File: src/rtl/control_bus_param.sv
// Single-master bus controller: latches a read/write request, runs
// SETUP and ACCESS phases with a ready handshake and an ACCESS timeout.
module control_bus_param #(
    parameter int DATA_W  = 8,
    parameter int ADDR_W  = 8,
    parameter int TIMEOUT = 15
) (
    input  logic              Clk,
    input  logic              Rst,
    input  logic              i_Inicio,
    input  logic [1:0]        Control_Salida,
    input  logic [DATA_W-1:0] Num8b,
    input  logic [DATA_W-1:0] RX,
    input  logic [DATA_W-1:0] RY,
    input  logic              i_Listo,
    input  logic [DATA_W-1:0] i_Bus_Datos_E,
    output logic [DATA_W-1:0] o_Bus_Datos_S,
    output logic [ADDR_W-1:0] o_Bus_Direccion_Datos,
    output logic              o_Lectura_Escritura,
    output logic              o_Habilitacion,
    output logic              o_Ocupado,
    output logic              o_Hecho,
    output logic              o_Error,
    output logic [DATA_W-1:0] o_Dato_Leido
);

    localparam int CW = $clog2(TIMEOUT + 1);
    localparam logic [CW-1:0] LAST = CW'(TIMEOUT - 1);

    typedef enum logic [1:0] {IDLE, SETUP, ACCESS, DONE} state_t;

    state_t                   state_q;
    logic [CW-1:0]            cnt_q;
    logic                     rd_q;
    logic [DATA_W-1:0]        sel_d;
    logic [DATA_W-1:0]        wdata_d;
    logic [ADDR_W+DATA_W-1:0] addr_ext;

    always_comb begin
        sel_d   = RX;
        wdata_d = '0;
        case (Control_Salida)
            2'b01:   sel_d   = RY;
            2'b10:   wdata_d = Num8b;
            2'b11:   wdata_d = RY;
            default: wdata_d = '0;
        endcase
    end

    // Zero-extend first so a narrower or wider address bus both work.
    assign addr_ext = {{ADDR_W{1'b0}}, sel_d};

    always_ff @(posedge Clk or negedge Rst) begin
        if (!Rst) begin
            state_q               <= IDLE;
            cnt_q                 <= '0;
            rd_q                  <= 1'b0;
            o_Bus_Datos_S         <= '0;
            o_Bus_Direccion_Datos <= '0;
            o_Lectura_Escritura   <= 1'b0;
            o_Habilitacion        <= 1'b0;
            o_Ocupado             <= 1'b0;
            o_Hecho               <= 1'b0;
            o_Error               <= 1'b0;
            o_Dato_Leido          <= '0;
        end else begin
            o_Hecho <= 1'b0;
            o_Error <= 1'b0;
            case (state_q)
                IDLE: begin
                    if (i_Inicio && Control_Salida != 2'b00) begin
                        state_q               <= SETUP;
                        o_Ocupado             <= 1'b1;
                        o_Bus_Direccion_Datos <= addr_ext[ADDR_W-1:0];
                        o_Bus_Datos_S         <= wdata_d;
                        o_Lectura_Escritura   <= Control_Salida[1];
                        rd_q                  <= (Control_Salida == 2'b01);
                    end
                end
                SETUP: begin
                    state_q        <= ACCESS;
                    o_Habilitacion <= 1'b1;
                    cnt_q          <= '0;
                end
                ACCESS: begin
                    // Ready on the final counted cycle still wins over timeout.
                    if (i_Listo || cnt_q == LAST) begin
                        state_q               <= DONE;
                        cnt_q                 <= '0;
                        o_Habilitacion        <= 1'b0;
                        o_Bus_Datos_S         <= '0;
                        o_Bus_Direccion_Datos <= '0;
                        o_Lectura_Escritura   <= 1'b0;
                        o_Hecho               <= 1'b1;
                        o_Error               <= !i_Listo;
                        if (i_Listo && rd_q) begin
                            o_Dato_Leido <= i_Bus_Datos_E;
                        end
                    end else begin
                        cnt_q <= cnt_q + 1'b1;
                    end
                end
                DONE: begin
                    state_q   <= IDLE;
                    o_Ocupado <= 1'b0;
                end
                default: state_q <= IDLE;
            endcase
        end
    end

endmodule

File: config.mk
export PLATFORM = sky130hd
export DESIGN_NAME = control_bus_param
export DESIGN_NICKNAME = d
export VERILOG_FILES = /design/src/rtl/control_bus_param.sv
export SDC_FILE = /design/constraint.sdc
export NUM_CORES = 1
export LEC_CHECK = 0
export BUFFER_PORTS_ARGS = -buffer_cell sky130_fd_sc_hd__buf_4
export CAP_MARGIN = 15
export CORE_ASPECT_RATIO = 2
export CORE_MARGIN = 3
export CORE_UTILIZATION = 35
export CTS_BUF_LIST = sky130_fd_sc_hd__clkbuf_8
export CTS_CLUSTER_SIZE = 24
export DETAILED_ROUTE_END_ITERATION = 10
export GPL_TIMING_DRIVEN = 0
export SYNTH_ARGS = -nofsm -noshare
export SYNTH_HDL_FRONTEND = slang
export SYNTH_SLANG_ARGS = --single-unit
File: constraint.sdc
create_clock -name Clk -period 1.7 [get_ports Clk]
set_input_delay 0.085 -clock Clk [delete_from_list [all_inputs] [get_ports Clk]]
set_output_delay 0.085 -clock Clk [all_outputs]
set_load 0.03 [all_outputs]
Yosys cells after proc, flatten, opt, wreduce, memory -nomap -nowiden
Index checks and enable logic that the tools add are counted.

Equality and inequality tests: 9. Reduce and logical (&&, ||, !) cells: 15. Mux-type cells: 22. Add/sub/neg operators: 1.

Operators by type and width (number): $pmux W8 S2 (3); $mux W8 (4); $eq A2 B2 Y1 const B (4); $pmux W2 S4 (1); $pmux W4 S2 (1); $reduce_and A2 Y1 (4); $reduce_bool A2 Y1 (4); $mux W1 (7); $pmux W1 S2 (3); $reduce_and A3 Y1 (2); $add A4 B1 Y4 const B (1); $eq A2 B1 Y1 const B (2); $eq A4 B4 Y1 const B (1); $mux W2 (2); $mux W4 (1); $ne A2 B2 Y1 const B (2); $logic_and A1 B1 Y1 (2); $logic_not A2 Y1 (1); $logic_not A1 Y1 (1); $logic_or A1 B1 Y1 (1).

Register bits after elaboration: 36.

Longest topological paths before layout
Depth in word-level cells: 4. Gate-level depth with buffers: 8. Gate-level depth less buffers: 5.

Worst setup path before layout
OpenSTA, ideal clock, no wires.

Kind: register to register. From: register state_q[0]. To: register o_Bus_Datos_S[3]. Path slack: 106 ps. Stages on the path, launching flop included: 9. Arrival: 1464 ps. Path buffers: 3. Period minus slack after synthesis: 1594 ps. Required time: 1570 ps. Cell sequence: dfrtp_1 -> inv_1 -> ha_1 -> buf_6 -> nor2b_4 -> a22o_1 -> buf_6 -> buf_6 -> o2bb2ai_1.

Word-level cells in the longest chain between the ends: 3. Elaborated cells on any way between the ends: 7. Classes of those cells: 3 x eq/ne; 1 x mux; 3 x reduce/logical.

Ends and longest elaborated chain: from (decl) (RTL line 32) `state_t state_q;`; from (signal assigned) (RTL line 55) `state_q <= IDLE;`; from (signal assigned) (RTL line 72) `state_q <= SETUP;`; from (signal assigned) (RTL line 81) `state_q <= ACCESS;`; $eq A2 B2 Y1 or $logic_not A2 Y1 (tied branches) (RTL line 69) `case (state_q)`; $ne A2 B2 Y1 (no line) or $reduce_bool A2 Y1 (tied branches); $reduce_and A3 Y1 (no line); to (signal assigned) (RTL line 75) `o_Bus_Datos_S <= wdata_d;`; to (decl) (RTL line 17) `output logic [DATA_W-1:0] o_Bus_Datos_S,`.

Several ways; a longest one is shown, not always the timed one. A chain may end at the register's enable or synchronous reset.

Final worst setup path
From: register state_q[0]. To: register o_Bus_Direccion_Datos[3].

Word-level cells in the longest chain between the ends: 3. Elaborated cells on any way between the ends: 7. Classes of those cells: 3 x eq/ne; 1 x mux; 3 x reduce/logical.

Ends and longest elaborated chain: $eq A2 B2 Y1 or $logic_not A2 Y1 (tied branches) (RTL line 69); $ne A2 B2 Y1 (no line) or $reduce_bool A2 Y1 (tied branches); $reduce_and A3 Y1 (no line); to (signal assigned) (RTL line 74) `o_Bus_Direccion_Datos <= addr_ext[ADDR_W-1:0];`; to (decl) (RTL line 18) `output logic [ADDR_W-1:0] o_Bus_Direccion_Datos,`.

Several ways; a longest one is shown, not always the timed one.

==> flow_summary.json <==
{
  "via_per_inst": 5.15,
  "syn_nets": 175,
  "p_per_area_nw_per_um2": 1900,
  "synth_top_area_share_pct": 52.5,
  "pin_count": 67,
  "grt_use_met2_pct": 29.7,
  "rows": 35,
  "power_w": 0.00479,
  "vias": 1390,
  "grtUsageTotal_pct": 15.7,
  "fp.coreArea_um2": 4690,
  "crit_type": "register to register",
  "grt.overflow.total": 0,
  "layout.nets": 258,
  "cts_root_buf": "clkbuf_8",
  "irDropWorstVdd_uv": 945,
  "dp_hpwl_um": 3430,
  "htree_levels": 2,
  "synth_cell_type_count": 33,
  "die_w_um": 55.5,
  "n_antenna_cell": 0,
  "rrSetupSlack_ps": 60,
  "use_met1_pct": 16.2,
  "grt_busiest_layer": "met2",
  "insertion_delay_ps": 280,
  "fin_util_pct": 53.7,
  "p_leak_nw": 1.26,
  "clockBufferDepth": 2,
  "netlist_instances": 131,
  "layout_common_cells": "buf_4 (75), dfrtp_1 (36), mux2i_1 (17)",
  "outcome": "finished, final reports clean",
  "cts_sinks": 36,
  "postRouteAntennaNets": 0,
  "slew-limit-headroom_pct": 68.6,
  "period_needed_ps": 1640,
  "fill_cells": 408,
  "dr.pass1.iters": 4,
  "ys_ff_latch": 36,
  "io_buffers": 66,
  "critPathMaxFanout": 10,
  "end_kind": "register",
  "clk_pin_slew_worst_paths_ps": 70,
  "fmax_ghz": 0.611,
  "start_kind": "register",
  "grt_pass1_vias": 1456,
  "drt_iter0_markers": 37,
  "area_growth_syn_to_layout_pct": 46.5,
  "yosysTopAreaCell": "dfrtp_1",
  "netlist_area_um2": 1720,
  "dieArea_um2": 5830,
  "grt_start_max_net_pins": 37,
  "grt_pass1_wl_um": 7260,
  "gp_congestion": 0.786,
  "synth_area_leaders": "dfrtp_1 (52%), mux2i_1 (9.9%), o2bb2ai_1 (7.7%), mux2_2 (6.6%), ha_1 (4.4%)",
  "cts_made_buffers": 5,
  "finalSetupViolCount": 0,
  "finalMaxSlewViolations": 0,
  "drc": 0,
  "cp_data_arrival_time_ps": 1800,
  "ys_seq_area_share_pct": 52.5,
  "ys.warnings.count": 0,
  "worstMarginPinSlew_ps": 471,
  "avgRoutedWirePerCell_um": 16.9,
  "cts_tree": "yes",
  "use_met3_pct": 3.83,
  "initial_core_util_pct": 36.6,
  "worstPathRequired_ps": 1860,
  "syn_avg_cell_area_um2": 13.1,
  "finalHoldViolCount": 0,
  "drv_cap": 0,
  "antenna_found_initial": 0,
  "final_common_cell": "buf_4",
  "layout-drive-gt1-share_pct": 52.1,
  "finClkSkew_ps": 2.90,
  "hold_path_class": "primary input to register",
  "die_h_um": 105,
  "drt_wl_total_um": 4550,
  "finalCritPeriodShare_pct": 96.2
}
[per-layer routing]
metal	vias to the layer above	wire (um)
met5	-	0
li1	656	-
met1	671	1660
met2	57	2570
met3	6	248
met4	0	68
[cell families after synthesis]
kind of cell,Yosys count,share of synthesized area [%]
buffers and inverters,13,4.96
adder cells (fa/ha/maj),6,4.37
flip-flops,36,52.5
AO/OA/AOI/OAI,31,15.3
AND/OR/NAND/NOR,18,6.41
multiplexers,27,16.5
[registers in the layout, summed over array words and instances, names as in the netlist]
| signal | cells |
|---|---|
| o_Ocupado | 1 |
| cnt_q | 4 |
| o_Error | 1 |
| o_Hecho | 1 |
| o_Lectura_Escritura | 1 |
| o_Bus_Datos_S | 8 |
| o_Habilitacion | 1 |
| o_Bus_Direccion_Datos | 8 |
| o_Dato_Leido | 8 |
| state_q | 2 |
| rd_q | 1 |
[critical path: stages, from the launching register on]
cell       delay (ps)
dfrtp_1           380
inv_2              70
ha_2              190
buf_6             130
nor2b_4           130
a22o_1            230
buf_6             130
buf_6             140
o2bb2ai_1         120
[synthesized netlist by cell type]
master / instances
a21bo_2: 1
a21oi_1: 1
a22o_1: 1
a22oi_1: 1
a31o_2: 1
a31oi_1: 2
and3_1: 2
buf_2: 1
buf_4: 1
buf_6: 4
clkbuf_1: 1
clkbuf_2: 1
dfrtp_1: 36
ha_1: 6
inv_1: 5
mux2_2: 10
mux2i_1: 17
nand2b_1: 3
nand3_1: 3
nand4_1: 2
nand4b_1: 1
nor2_1: 3
nor2b_1: 1
nor2b_4: 1
nor3_1: 1
o211ai_1: 1
o21ai_0: 2
o21ai_1: 1
o22a_1: 1
o2bb2ai_1: 15
o2bb2ai_2: 2
o31a_1: 2
or2_2: 1
[path summary, 6_finish.rpt]
| path | endpoint | start | cells after the start |
|---|---|---|---|
| worst max-delay path | o_Bus_Direccion_Datos[3] | state_q[0] | 8 |
| worst min-delay path | rd_q | Control_Salida[1] | 2 |
| worst max register to register | o_Bus_Direccion_Datos[3] | state_q[0] | 8 |
| worst min register to register | o_Bus_Datos_S[6] | o_Bus_Datos_S[6] | 1 |
| max in group asynchronous | o_Bus_Datos_S[2] | Rst | 2 |
| min in group asynchronous | o_Lectura_Escritura | Rst | 2 |
[per-stage QoR]
stage	std cells	setup WS (ps)	TNS, ps	area, um2	hold WS (ps)
4_1_cts	262	12.6	0	2420	16.5
5_1_grt	270	-17.4	-126	2510	22.3
3_5_place_dp	252	-58.9	-383	2280	73.7
6_report	270	64.2	0	2510	28.0
2_1_floorplan	131	106	0	1720	-211
3_3_place_gp	252	7.99	0	2280	63.8
[area by class of cell]
cell class,instances,area (um2),share of cell area [%]
buffer,8,70.1,2.79
inverter,5,18.8,0.746
clock buffer,7,96.3,3.83
sequential,36,901,35.8
tap,55,68.8,2.74
multi-input combinational,82,757,30.1
clock inverter,1,30.0,1.19
timing repair buffer,76,573,22.8
[repair_timing]
item                       in CTS  in global routing
pin swaps                       0                  2
setup endpoints to repair      11                 17
gates resized for setup         0                  8
setup buffers                   1                  8
hold endpoints to repair       36                  0
hold buffers                    1                  0
[report_power, final]
group          switching [W]  total [W]  internal [W]
Combinational        0.00137    0.00252       0.00116
Sequential          0.000227    0.00145       0.00122
Clock               0.000298   0.000816      0.000517
No activity file was read; power rests on OpenSTA's default activity.
